File: src/rtl/shift_add_seq_if.sv
// Operand/handshake and partial-product bundle for the shift-add multiplier.
// The slave modport is the multiplier's view; master is the requester's view.
interface shift_add_seq_if #(
  parameter int unsigned DATA_WIDTH = 8
);
  logic                      start;
  logic                      abort;
  logic [DATA_WIDTH-1:0]     multiplicand;
  logic [DATA_WIDTH-1:0]     multiplier;
  logic                      busy;
  logic                      en_PPReg;
  logic [2*DATA_WIDTH-1:0]   pp_data;
  logic                      pp_cout;
  logic [2*DATA_WIDTH-1:0]   product;
  logic                      done;

  modport slave (
    input  start, abort, multiplicand, multiplier,
    output busy, en_PPReg, pp_data, pp_cout, product, done
  );

  modport master (
    output start, abort, multiplicand, multiplier,
    input  busy, en_PPReg, pp_data, pp_cout, product, done
  );
endinterface

File: src/rtl/shift_add_seq.sv
// Sequential unsigned shift-add multiplier: DATA_WIDTH add-shift iterations per start,
// streaming each partial product {A,Q} to the downstream partial-product register.
module shift_add_seq #(
  parameter int unsigned DATA_WIDTH = 8
) (
  input  logic          clk,
  input  logic          reset_n,
  shift_add_seq_if.slave bus
);

  localparam int unsigned CW = $clog2(DATA_WIDTH + 1);
  localparam logic [CW-1:0] LastCount = CW'(DATA_WIDTH - 1);

  typedef enum logic [1:0] {StIdle, StCalc, StDone} state_e;

  state_e                  state_q;
  logic [DATA_WIDTH-1:0]   a_q, m_q, q_q;
  logic [CW-1:0]           count_q;
  logic                    busy_q, en_q, cout_q, done_q;
  logic [2*DATA_WIDTH-1:0] pp_q, product_q;

  logic [DATA_WIDTH:0]     sum;
  logic                    carry;
  logic [DATA_WIDTH-1:0]   a_next, q_next;

  // One iteration: conditional add kept DATA_WIDTH+1 wide, then shift {C,A,Q} right by one.
  always_comb begin
    sum    = {1'b0, a_q} + (q_q[0] ? {1'b0, m_q} : {(DATA_WIDTH + 1){1'b0}});
    carry  = sum[DATA_WIDTH];
    a_next = {carry, sum[DATA_WIDTH-1:1]};
    q_next = {sum[0], q_q[DATA_WIDTH-1:1]};
  end

  always_ff @(posedge clk or negedge reset_n) begin
    if (!reset_n) begin
      state_q   <= StIdle;
      a_q       <= '0;
      m_q       <= '0;
      q_q       <= '0;
      count_q   <= '0;
      busy_q    <= 1'b0;
      en_q      <= 1'b0;
      cout_q    <= 1'b0;
      done_q    <= 1'b0;
      pp_q      <= '0;
      product_q <= '0;
    end else begin
      unique case (state_q)
        StIdle: begin
          if (bus.start) begin
            m_q     <= bus.multiplicand;
            q_q     <= bus.multiplier;
            a_q     <= '0;
            count_q <= '0;
            busy_q  <= 1'b1;
            state_q <= StCalc;
          end
        end
        StCalc: begin
          if (bus.abort) begin
            busy_q  <= 1'b0;
            en_q    <= 1'b0;
            done_q  <= 1'b0;
            state_q <= StIdle;
          end else begin
            a_q     <= a_next;
            q_q     <= q_next;
            pp_q    <= {a_next, q_next};
            cout_q  <= carry;
            en_q    <= 1'b1;
            count_q <= count_q + CW'(1);
            if (count_q == LastCount) begin
              product_q <= {a_next, q_next};
              done_q    <= 1'b1;
              state_q   <= StDone;
            end
          end
        end
        StDone: begin
          // Abort here has the same effect as the normal exit.
          busy_q  <= 1'b0;
          en_q    <= 1'b0;
          done_q  <= 1'b0;
          state_q <= StIdle;
        end
        default: state_q <= StIdle;
      endcase
    end
  end

  assign bus.busy     = busy_q;
  assign bus.en_PPReg = en_q;
  assign bus.pp_data  = pp_q;
  assign bus.pp_cout  = cout_q;
  assign bus.product  = product_q;
  assign bus.done     = done_q;

endmodule

File: src/flat_wrapper.sv
// flat-port wrapper written by rule: the top's interface ports become plain ports
module shift_add_seq_flat 
#(
  parameter int unsigned DATA_WIDTH = 8
)
  (clk, reset_n, bus_start, bus_abort, bus_multiplicand, bus_multiplier, bus_busy, bus_en_PPReg, bus_pp_data, bus_pp_cout, bus_product, bus_done);
  shift_add_seq_if #(.DATA_WIDTH(DATA_WIDTH)) bus_i ();
  input  logic clk;
  input  logic reset_n;
  input wire logic [$bits(bus_i.start)-1:0] bus_start;
  input wire logic [$bits(bus_i.abort)-1:0] bus_abort;
  input wire logic [$bits(bus_i.multiplicand)-1:0] bus_multiplicand;
  input wire logic [$bits(bus_i.multiplier)-1:0] bus_multiplier;
  output wire logic [$bits(bus_i.busy)-1:0] bus_busy;
  output wire logic [$bits(bus_i.en_PPReg)-1:0] bus_en_PPReg;
  output wire logic [$bits(bus_i.pp_data)-1:0] bus_pp_data;
  output wire logic [$bits(bus_i.pp_cout)-1:0] bus_pp_cout;
  output wire logic [$bits(bus_i.product)-1:0] bus_product;
  output wire logic [$bits(bus_i.done)-1:0] bus_done;
  assign bus_i.start = bus_start;
  assign bus_i.abort = bus_abort;
  assign bus_i.multiplicand = bus_multiplicand;
  assign bus_i.multiplier = bus_multiplier;
  assign bus_busy = bus_i.busy;
  assign bus_en_PPReg = bus_i.en_PPReg;
  assign bus_pp_data = bus_i.pp_data;
  assign bus_pp_cout = bus_i.pp_cout;
  assign bus_product = bus_i.product;
  assign bus_done = bus_i.done;
  shift_add_seq #(.DATA_WIDTH(DATA_WIDTH)) u_core (.clk(clk), .reset_n(reset_n), .bus(bus_i));
endmodule
File: config.mk
export PLATFORM = sky130hd
export DESIGN_NAME = shift_add_seq_flat
export DESIGN_NICKNAME = d
export VERILOG_FILES = /design/src/rtl/shift_add_seq_if.sv /design/src/rtl/shift_add_seq.sv /design/src/flat_wrapper.sv
export SDC_FILE = /design/constraint.sdc
export NUM_CORES = 1
export LEC_CHECK = 0
export ABC_AREA = 1
export CAP_MARGIN = 20
export CORE_MARGIN = 8
export CORE_UTILIZATION = 50
export CTS_CLUSTER_DIAMETER = 150
export CTS_CLUSTER_SIZE = 8
export DETAILED_ROUTE_END_ITERATION = 10
export MAX_ROUTING_LAYER = met4
export PLACE_DENSITY = 0.73
export SLEW_MARGIN = 40
export SYNTH_ARGS = -nofsm -noshare
export SYNTH_HDL_FRONTEND = slang
export SYNTH_SLANG_ARGS = --single-unit
File: constraint.sdc
create_clock -name clk -period 2.4 [get_ports clk]
set_input_delay 0.36 -clock clk [delete_from_list [all_inputs] [get_ports clk]]
set_output_delay 0.36 -clock clk [all_outputs]
set_load 0.01 [all_outputs]
==> out/qor.yml <==
cp_slowest_cell: "dfrtp_1"
yosys_warnings: 0
layout_setup_ws_ps: 510
cp_max_fo: 9
synth_flop_cell: "dfrtp_1"
drive_above_1_share_pct: 14.1
pre_cts_slack_ps: 464
peakVddDrop_v: 0.000545
grt_start_max_net_pins: 40
synth_cells: 345
syn2layout_area_growth_pct: 23.9
ys_seq_area_share_pct: 50.7
syn_area_per_cell_um2: 9.31
m1WireLength_um: 3550
route.met3.wl_um: 367
cts_resized: 0
layout_common_cells: "nand2_1 (107), dfrtp_1 (65), clkdlybuf4s50_1 (54), inv_1 (34), nand3_1 (22)"
n_antenna_cell: 0
crit_type: "reg2reg"
port_buffers: 55
p_leak_nw: 2.02
worst_setup_path_start_kind: "flop"
cts_max_path_buffers: 2
grt_use_total_pct: 17.8
path_cells: "nand2_1 -> inv_1 -> ha_1 -> inv_1 -> fa_1 -> inv_1 -> nand2_1 -> nand2_1 -> and2_4 -> nand2_1 -> nand3_1 -> nand2_1"
io_pins: 56
reg2reg_from: "u_core.q_q[0]"
post_cts_buffers: 0
syn_area_um2: 3210
cts_buffers: 9
ff2ff_setup_slack_ps: 510
routed_wl_um: 7200
dr.pass1.iters: 4
grt_overflow_total: 0
grt_pass1_vias: 2457
path_clk_slew_ps: 70
worstSkewPairLatency_ps: 350
final_nets: 434
fmax_mhz: 529
finClkSkew_ps: 6.16
layout_commonest_cell: "nand2_1"
clock_sinks: 65
mappedNetlistNets: 379
route.detailed.drc: 0
grt_pass1_wl_um: 12200
path_buf_inv: 3
antenna_found_initial: 0
initial_core_util_pct: 51.1
routed-via-count: 2481
async_flop_share_pct: 100
rsz0062_at_grt: "false"
max_slew.worst_pin.slew_ps: 656
wl_met2_um: 3160
die_w_um: 96.1
finalCritPeriodShare_pct: 78.7
hp-class: "in2async"
synth_edf_count: 0
r2r-end: "u_core.a_q[3]"
critPathCaptureType: "flop"
crit_path_start: "u_core.q_q[0]"
power_density_nw_per_um2: 1110
cts_tree: "built"
viasPerCell: 5.15
dr.first_iter.drc_count: 105
hold_violations: 0
synth_cell_types: 37
die_height_um: 96.1
wire_per_inst_um: 14.9
finalHoldWorstSlack_ps: 29.2
postCtsHoldBufs: 0
setup_viol: 0
status: "complete, no violations"
highest_layer: "met4"
num_rows: 29
dpl.hpwl_um: 5300
max_slew_margin_pct: 56.3
cp_common_cell: "nand2_1"
core_area_um2: 6280
drv_slew: 0
dieArea_um2: 9240
fin_crit_ps: 1890
cpPeakStageDelay_ps: 480
place.gp.congestion: 0.850
htreeDepth: 3
synth-seq-cells: 65
cts_root_buf: "clkbuf_8"
arrival_ps: 2140
tns_ps: 0
total_power_mw: 4.43
worstRegToRegCells: 12
ant_nets: 0
cpLargestDelayFamily: "simple AND/OR/NAND/NOR gates"
maxCapViolCount: 0
required_ps: 2650
## cells in the mapped netlist (all sizes together) (6+ instances only)
cell type	instances	share of area, %
a21oi	6	1.1
buf	10	2.9
dfrtp	65	51
ha	13	5.1
inv	39	4.9
mux2	8	2.8
nand2	114	15
nand3	22	3.4
nand4	6	1.2
nor2	10	1.8
o21ai	28	5.8
o221ai	6	1.6
## power by group
part / internal [mW] / total, mW / switching (mW) / leakage, nW
combinational: 0.764 / 1.80 / 1.04 / 1.08
clock: 0.509 / 0.958 / 0.449 / 0.0949
sequential: 1.45 / 1.67 / 0.215 / 0.853
total: 2.73 / 4.43 / 1.70 / 2.02
## kinds of logic (layout without fill, tap and decap cells)
kind of cell             Yosys count  in the layout  synth area share (%)
AO/OA/AOI/OAI                     47             47                  10.1
XOR/XNOR                           1              1                 0.273
adder cells (fa/ha/maj)           14             14                  5.69
buffers and inverters             51            111                  7.99
flip-flops                        65             65                  50.7
multiplexers                       8              8                  2.81
AND/OR/NAND/NOR                  159            159                  22.5
## routing by layer
metal  GRT usage (%)  up-vias
met5               -        -
met4            10.1        0
met3            2.96        8
met2            25.6       46
met1            23.2     1189
li1                -     1238
## layout make-up
class                   count  area, µm²
well taps                  77       96.3
multi-input cells         229       1330
clock buffers              10        138
inverters                  39        156
flip-flops and latches     65       1630
fillers                   542       2300
clock inverters             6       66.3
repair buffers             56        566
## sequential cells by signal, indices dropped and copies added, names as in the netlist, 2 cells and up
name                count
u_core.a_q              8
u_core.q_q              8
u_core.bus.product     16
u_core.count_q          4
u_core.bus.pp_data     15
u_core.m_q              8
u_core.state_q          2
## metrics by stage
stage	util [%]	instance area, µm²	std cells
2_1_floorplan	-	3210	345
6_report	63.3	3980	482
3_3_place_gp	60.1	3770	466
3_5_place_dp	60.1	3770	466
5_1_grt	63.3	3980	482
4_1_cts	63.3	3980	482
## worst max path at each step
stage                                    to  cells past startpoint  slack [ps]
after floorplan               u_core.a_q[3]                     13         570
after CTS                     u_core.a_q[3]                     12         490
after detailed placement      u_core.q_q[6]                      8         460
after global placement    u_core.count_q[1]                      7         460
after global routing          u_core.a_q[7]                     13         280
final                         u_core.a_q[3]                     12         510
No activity file was read; power rests on OpenSTA's default activity.
